$ cat src/rtl/lsu_pkg.sv
// Shared definitions for the load/store unit AXI4-Lite bridge.
package lsu_pkg;

  // funct3 access-size encodings
  localparam logic [2:0] SZ_B  = 3'b000;
  localparam logic [2:0] SZ_H  = 3'b001;
  localparam logic [2:0] SZ_W  = 3'b010;
  localparam logic [2:0] SZ_BU = 3'b100;
  localparam logic [2:0] SZ_HU = 3'b101;

  typedef enum logic [2:0] {
    ST_IDLE,
    ST_WR,
    ST_WB,
    ST_RA,
    ST_RD,
    ST_DONE
  } lsu_state_t;

  function automatic logic is_byte(input logic [2:0] size);
    return (size == SZ_B) || (size == SZ_BU);
  endfunction

  function automatic logic is_half(input logic [2:0] size);
    return (size == SZ_H) || (size == SZ_HU);
  endfunction

  // Unused size codes fall through to the word rule.
  function automatic logic is_misaligned(input logic [1:0] addr_lo, input logic [2:0] size);
    if (is_byte(size))      return 1'b0;
    else if (is_half(size)) return addr_lo[0];
    else                    return addr_lo != 2'b00;
  endfunction

endpackage

$ cat src/rtl/lsu_align.sv
// Byte-lane steering: store strobe/data replication and load extraction.
module lsu_align
  import lsu_pkg::*;
(
  input  logic [1:0]  addr_lo_i,
  input  logic [2:0]  size_i,
  input  logic [31:0] st_data_i,
  input  logic [31:0] ld_word_i,
  output logic [3:0]  st_strb_o,
  output logic [31:0] st_data_o,
  output logic [31:0] ld_data_o
);

  logic [7:0]  ld_byte;
  logic [15:0] ld_half;
  logic        sext;

  // Store lane strobes and replicated write data
  always_comb begin
    st_strb_o = 4'b1111;
    st_data_o = st_data_i;
    if (is_byte(size_i)) begin
      st_strb_o = 4'b0001 << addr_lo_i;
      st_data_o = {4{st_data_i[7:0]}};
    end else if (is_half(size_i)) begin
      st_strb_o = 4'b0011 << {addr_lo_i[1], 1'b0};
      st_data_o = {2{st_data_i[15:0]}};
    end
  end

  // Load lane select and sign/zero extension
  always_comb begin
    sext    = ~size_i[2];
    ld_byte = ld_word_i[7:0];
    case (addr_lo_i)
      2'd1:    ld_byte = ld_word_i[15:8];
      2'd2:    ld_byte = ld_word_i[23:16];
      2'd3:    ld_byte = ld_word_i[31:24];
      default: ld_byte = ld_word_i[7:0];
    endcase
    ld_half = addr_lo_i[1] ? ld_word_i[31:16] : ld_word_i[15:0];
    if (is_byte(size_i))
      ld_data_o = {{24{sext & ld_byte[7]}}, ld_byte};
    else if (is_half(size_i))
      ld_data_o = {{16{sext & ld_half[15]}}, ld_half};
    else
      ld_data_o = ld_word_i;
  end

endmodule

$ cat src/rtl/axi_lite_lsu_bridge.sv
// Single-outstanding bridge from the core data-memory port to AXI4-Lite.
module axi_lite_lsu_bridge
  import lsu_pkg::*;
#(
  parameter logic [2:0] PROT        = 3'b000,
  parameter bit         ALIGN_CHECK = 1'b1
) (
  input  logic        clk,
  input  logic        rst,
  input  logic [31:0] req_addr_i,
  input  logic [31:0] req_wdata_i,
  input  logic        req_we_i,
  input  logic        req_re_i,
  input  logic [2:0]  req_size_i,
  output logic [31:0] rdata_o,
  output logic        done_o,
  output logic        err_o,
  output logic        hold_o,
  output logic [31:0] m_awaddr,
  output logic [2:0]  m_awprot,
  output logic        m_awvalid,
  input  logic        m_awready,
  output logic [31:0] m_wdata,
  output logic [3:0]  m_wstrb,
  output logic        m_wvalid,
  input  logic        m_wready,
  input  logic [1:0]  m_bresp,
  input  logic        m_bvalid,
  output logic        m_bready,
  output logic [31:0] m_araddr,
  output logic [2:0]  m_arprot,
  output logic        m_arvalid,
  input  logic        m_arready,
  input  logic [31:0] m_rdata,
  input  logic [1:0]  m_rresp,
  input  logic        m_rvalid,
  output logic        m_rready
);

  lsu_state_t  state_q, state_d;
  logic [31:0] addr_q, addr_d;
  logic [31:0] wdata_q, wdata_d;
  logic [2:0]  size_q, size_d;
  logic        err_q, err_d;
  logic        aw_done_q, aw_done_d;
  logic        w_done_q, w_done_d;
  logic [31:0] rdata_q, rdata_d;

  logic        req_any;
  logic        mis;
  logic        err_n;
  logic [31:0] ld_data;

  assign req_any = req_we_i | req_re_i;

  lsu_align u_align (
    .addr_lo_i (addr_q[1:0]),
    .size_i    (size_q),
    .st_data_i (wdata_q),
    .ld_word_i (m_rdata),
    .st_strb_o (m_wstrb),
    .st_data_o (m_wdata),
    .ld_data_o (ld_data)
  );

  assign m_awaddr  = {addr_q[31:2], 2'b00};
  assign m_araddr  = {addr_q[31:2], 2'b00};
  assign m_awprot  = PROT;
  assign m_arprot  = PROT;
  // Each write channel valid drops the cycle after its own handshake.
  assign m_awvalid = (state_q == ST_WR) && !aw_done_q;
  assign m_wvalid  = (state_q == ST_WR) && !w_done_q;
  assign m_bready  = (state_q == ST_WB);
  assign m_arvalid = (state_q == ST_RA);
  assign m_rready  = (state_q == ST_RD);
  assign done_o    = (state_q == ST_DONE);
  assign err_o     = (state_q == ST_DONE) && err_q;
  assign rdata_o   = rdata_q;
  assign hold_o    = ((state_q != ST_IDLE) && (state_q != ST_DONE)) ||
                     ((state_q == ST_IDLE) && req_any);

  // Next-state and captured transaction fields
  always_comb begin
    state_d   = state_q;
    addr_d    = addr_q;
    wdata_d   = wdata_q;
    size_d    = size_q;
    err_d     = err_q;
    aw_done_d = aw_done_q;
    w_done_d  = w_done_q;
    rdata_d   = rdata_q;
    mis       = 1'b0;
    err_n     = err_q;
    case (state_q)
      ST_IDLE: begin
        if (req_any) begin
          addr_d    = req_addr_i;
          wdata_d   = req_wdata_i;
          size_d    = req_size_i;
          aw_done_d = 1'b0;
          w_done_d  = 1'b0;
          mis       = ALIGN_CHECK && is_misaligned(req_addr_i[1:0], req_size_i);
          err_d     = mis;
          if (mis) begin
            state_d = ST_DONE;
            if (!req_we_i) rdata_d = '0;
          end else begin
            state_d = req_we_i ? ST_WR : ST_RA;
          end
        end
      end
      ST_WR: begin
        aw_done_d = aw_done_q | (m_awvalid & m_awready);
        w_done_d  = w_done_q  | (m_wvalid  & m_wready);
        if (aw_done_d && w_done_d) state_d = ST_WB;
      end
      ST_WB: begin
        if (m_bvalid) begin
          err_d   = err_q | (m_bresp != 2'b00);
          state_d = ST_DONE;
        end
      end
      ST_RA: begin
        if (m_arready) state_d = ST_RD;
      end
      ST_RD: begin
        if (m_rvalid) begin
          err_n   = err_q | (m_rresp != 2'b00);
          err_d   = err_n;
          rdata_d = err_n ? '0 : ld_data;
          state_d = ST_DONE;
        end
      end
      ST_DONE: state_d = ST_IDLE;
      default: state_d = ST_IDLE;
    endcase
  end

  // State and transaction registers
  always_ff @(posedge clk or posedge rst) begin
    if (rst) begin
      state_q   <= ST_IDLE;
      addr_q    <= '0;
      wdata_q   <= '0;
      size_q    <= '0;
      err_q     <= 1'b0;
      aw_done_q <= 1'b0;
      w_done_q  <= 1'b0;
      rdata_q   <= '0;
    end else begin
      state_q   <= state_d;
      addr_q    <= addr_d;
      wdata_q   <= wdata_d;
      size_q    <= size_d;
      err_q     <= err_d;
      aw_done_q <= aw_done_d;
      w_done_q  <= w_done_d;
      rdata_q   <= rdata_d;
    end
  end

endmodule

$ cat config.mk
export PLATFORM = sky130hd
export DESIGN_NAME = axi_lite_lsu_bridge
export DESIGN_NICKNAME = d
export VERILOG_FILES = /design/src/rtl/lsu_pkg.sv /design/src/rtl/lsu_align.sv /design/src/rtl/axi_lite_lsu_bridge.sv
export SDC_FILE = /design/constraint.sdc
export NUM_CORES = 1
export LEC_CHECK = 0
export ABC_AREA = 1
export BUFFER_PORTS_ARGS = -buffer_cell sky130_fd_sc_hd__buf_2
export CELL_PAD_IN_SITES_DETAIL_PLACEMENT = 0
export CELL_PAD_IN_SITES_GLOBAL_PLACEMENT = 1
export CORE_UTILIZATION = 36
export DETAILED_ROUTE_END_ITERATION = 6
export PLACE_DENSITY = 0.92
export SLEW_MARGIN = 10
export SYNTH_ARGS = -nofsm -noshare
export SYNTH_HDL_FRONTEND = slang
export SYNTH_SLANG_ARGS = --single-unit
$ cat constraint.sdc
create_clock -name clk -period 11.45 [get_ports clk]
set_clock_uncertainty 0.15 [all_clocks]
set_input_delay 2.29 -clock clk [delete_from_list [all_inputs] [get_ports clk]]
set_output_delay 2.29 -clock clk [all_outputs]
set_load 0.03 [all_outputs]
==> flow_summary.toml <==
[cts]
hold_buffers = 0
cts_buffers = 9
cts_tree = "done"
cts_htree_levels = 3
clock_latency_ps = 350
cts_resized = 0
post_cts_buffers = 0
clockBufferDepth = 2
cts.sinks = 105
cts_root_buf = "clkbuf_16"
clk_pin_slew_worst_paths_ps = 70

[synthesis]
yosysMostFrequentCell = "nand2_1"
synth_top_family_by_area = "simple AND/OR/NAND/NOR gates"
netlist_top_cells_count = "nand2_1, dfrtp_1, buf_4, nand3_1, inv_1"
synth_edf_count = 0
synth_area_um2 = 6130
async_flop_share_pct = 100
synth_xor_area_share_pct = 0
yosysTopAreaCell = "dfrtp_1"
yosys-top-cells-area = "dfrtp_1, nand2_1, buf_4, nand3_1, inv_1"
synth_ff_type = "dfrtp_1"
synth-compound-area-share_pct = 4.59
ys_seq_area_share_pct = 42.9
synth_top_area_share_pct = 42.9
ys_ff_latch = 105
synth_mux_area_share_pct = 0
avgSynthCellArea_um2 = 7.27
synthAdderAreaFrac_pct = 0
synth.distinct_cells = 27
syn_inst = 843
synthSimpleGateAreaFrac_pct = 35.7
synth-warning-count = 0

[sta]
rsz0062_at_grt = "no"
max_freq_mhz = 178
setup_tns_ps = 0
tightest_slew_ps = 976
period_share_pct = 49.1
slew_headroom_pct = 35.0
setup_viol = 0
hold-worst-slack_ps = 326
slew_violations = 0
fin_crit_ps = 5630
hold_violations = 0

[worst_setup_path]
crit_arrival_ps = 3190
cp_max_fo = 31
worst-setup-path-type = "reg -> out"
regToRegSetupSlack_ps = 8130
crit_path_start_kind = "flip-flop"
crit_slowest_cell = "dfrtp_1"
max_stage_delay_ps = 920
required_ps = 9010
critPathBufInv = 3
rr_worst_depth = 6
worstSetupPathDepth = 6
cp_cell_sequence = "inv_2, nand2_2, inv_1, nand2_1, nand3_1, buf_2"
cp-end-kind = "output pin"
critPathTopFamily = "buffers and inverters"

[routing]
viasPerCell = 4.66
drtPass1Iterations = 5
wl_per_cell_um = 14.0
wl_um = 17100
num_vias = 5678
first_iter_violations = 296
drtAntennaViolNets = 0
drc = 0

[grt]
grt-ovfl-total = 0
grt_pass1_wl_um = 27500
antenna_found_initial = 2
grt_max_degree = 77
grt_pass1_vias = 5361
grt_usage_pct = 19.9

[pwr]
leakage_nw = 4.30
powerDensity_nw_per_um2 = 318
clock_power_share_pct = 14.3
seqPwrFrac_pct = 28.4
swShare_pct = 54.7
switchingPower_mw = 1.25
combinationalPowerShare_pct = 57.3
p_total_mw = 2.28
irDropWorstVdd_v = 0.000200
p_int_mw = 1.03

[flow_run]
cap_violations = 0

[placement]
gp_congestion = 0.887
port_buffers = 247
dp.cells = 1202
hpwlAfterDp_um = 12700

[status]
outcome = "completed"

[floorplanning]
fp.dieW_um = 133
die_h_um = 133
num_io_pins = 258
dieArea_um2 = 17600
fp-row-count = 47
core-area_um2 = 16600
start_util_pct = 37.0

[final_layout]
layout-drive-gt1-share_pct = 29.5
area_delta_synth_final_pct = 16.9
layout.nets = 1105
finalNonFillerCells = 1218
n_antenna_cell = 0

[worst_hold_path]
holdPathStages = 2
hp-class = "reg -> reg"
-- worst paths after layout --
kind                                     to        start
worst max-delay path            m_wdata[27]    size_q[1]
max in group asynchronous         size_q[2]          rst
worst max register to register  rdata_o[31]    size_q[1]
min in group asynchronous       rdata_o[25]          rst
worst min-delay path            rdata_o[22]  rdata_o[22]
worst min register to register  rdata_o[22]  rdata_o[22]
-- layer usage --
layer / up-vias / wire length, µm / share of wire (%) / GRT usage [%]
met1: 2590 / 7370 / 43 / 25.6
met3: 28 / 1170 / 6.8 / 4.06
met2: 209 / 8180 / 48 / 33.0
met4: 4 / 359 / 2.1 / 7.34
met5: - / 32 / 0.19 / 0
li1: 2847 / - / - / -
-- sequential cells by signal (all words and copies together) (netlist names) --
register   flops
rdata_o       32
size_q         3
addr_q        32
err_q          1
state_q        3
aw_done_q      1
wdata_q       32
w_done_q       1
-- stage by stage --
stage | worst slack [ps] | util (%) | area [µm²]
finish | 5820 | 43.2 | 7170
global route | 5490 | 43.2 | 7170
CTS | 5730 | 43.2 | 7170
detailed placement | 5940 | 41.4 | 6860
global placement | 5950 | 41.4 | 6860
floorplan | 6160 | - | 6160
-- worst reg2reg max path, delay by kind of cell (launching register included) --
family / cells / cell delay (ps)
flops: 1 / 920
buf+inv: 2 / 830
simple gates: 4 / 1350
-- power groups by stage --
stage / Sequential [mW] / Clock, mW / Combinational, mW
final: 0.648 / 0.326 / 1.31
after global routing: 0.671 / 0.352 / 1.43
after CTS: 0.649 / 0.338 / 1.32
after detailed placement: 0.652 / 0 / 1.32
after global placement: 0.653 / 0 / 1.31
after floorplan: 0.628 / 0 / 1.17
-- placed cells by master, fill, tap and decap left out, types with 3 or more instances in the layout --
cell | netlist | layout
a21oi_1 | 10 | 10
buf_2 | 26 | 247
buf_4 | 82 | 4
clkbuf_16 | 0 | 9
conb_1 | 1 | 10
dfrtp_1 | 105 | 105
inv_1 | 40 | 39
inv_2 | 6 | 6
inv_8 | 0 | 3
nand2_1 | 388 | 388
nand2_2 | 3 | 3
nand3_1 | 77 | 76
nand4_1 | 9 | 9
nor2_1 | 30 | 30
nor2_4 | 3 | 3
o2111ai_1 | 7 | 7
o211ai_1 | 7 | 7
o21ai_0 | 19 | 19
or2_2 | 7 | 7
-- cell families after synthesis --
group                  count (synthesis)
buffers and inverters                168
AOI/OAI and AO/OA                     46
other                                  1
and+or+nand+nor                      523
DFF                                  105
-- area by class of cell --
| class | count | area (µm²) |
|---|---|---|
| multi-input cells | 579 | 2510 |
| clock inverters | 7 | 85.1 |
| inverters | 47 | 180 |
| fillers | 1837 | 9410 |
| well taps | 220 | 275 |
| flip-flops and latches | 105 | 2630 |
| clock buffers | 9 | 225 |
| repair buffers | 251 | 1270 |
No activity file was read; power rests on OpenSTA's default activity.
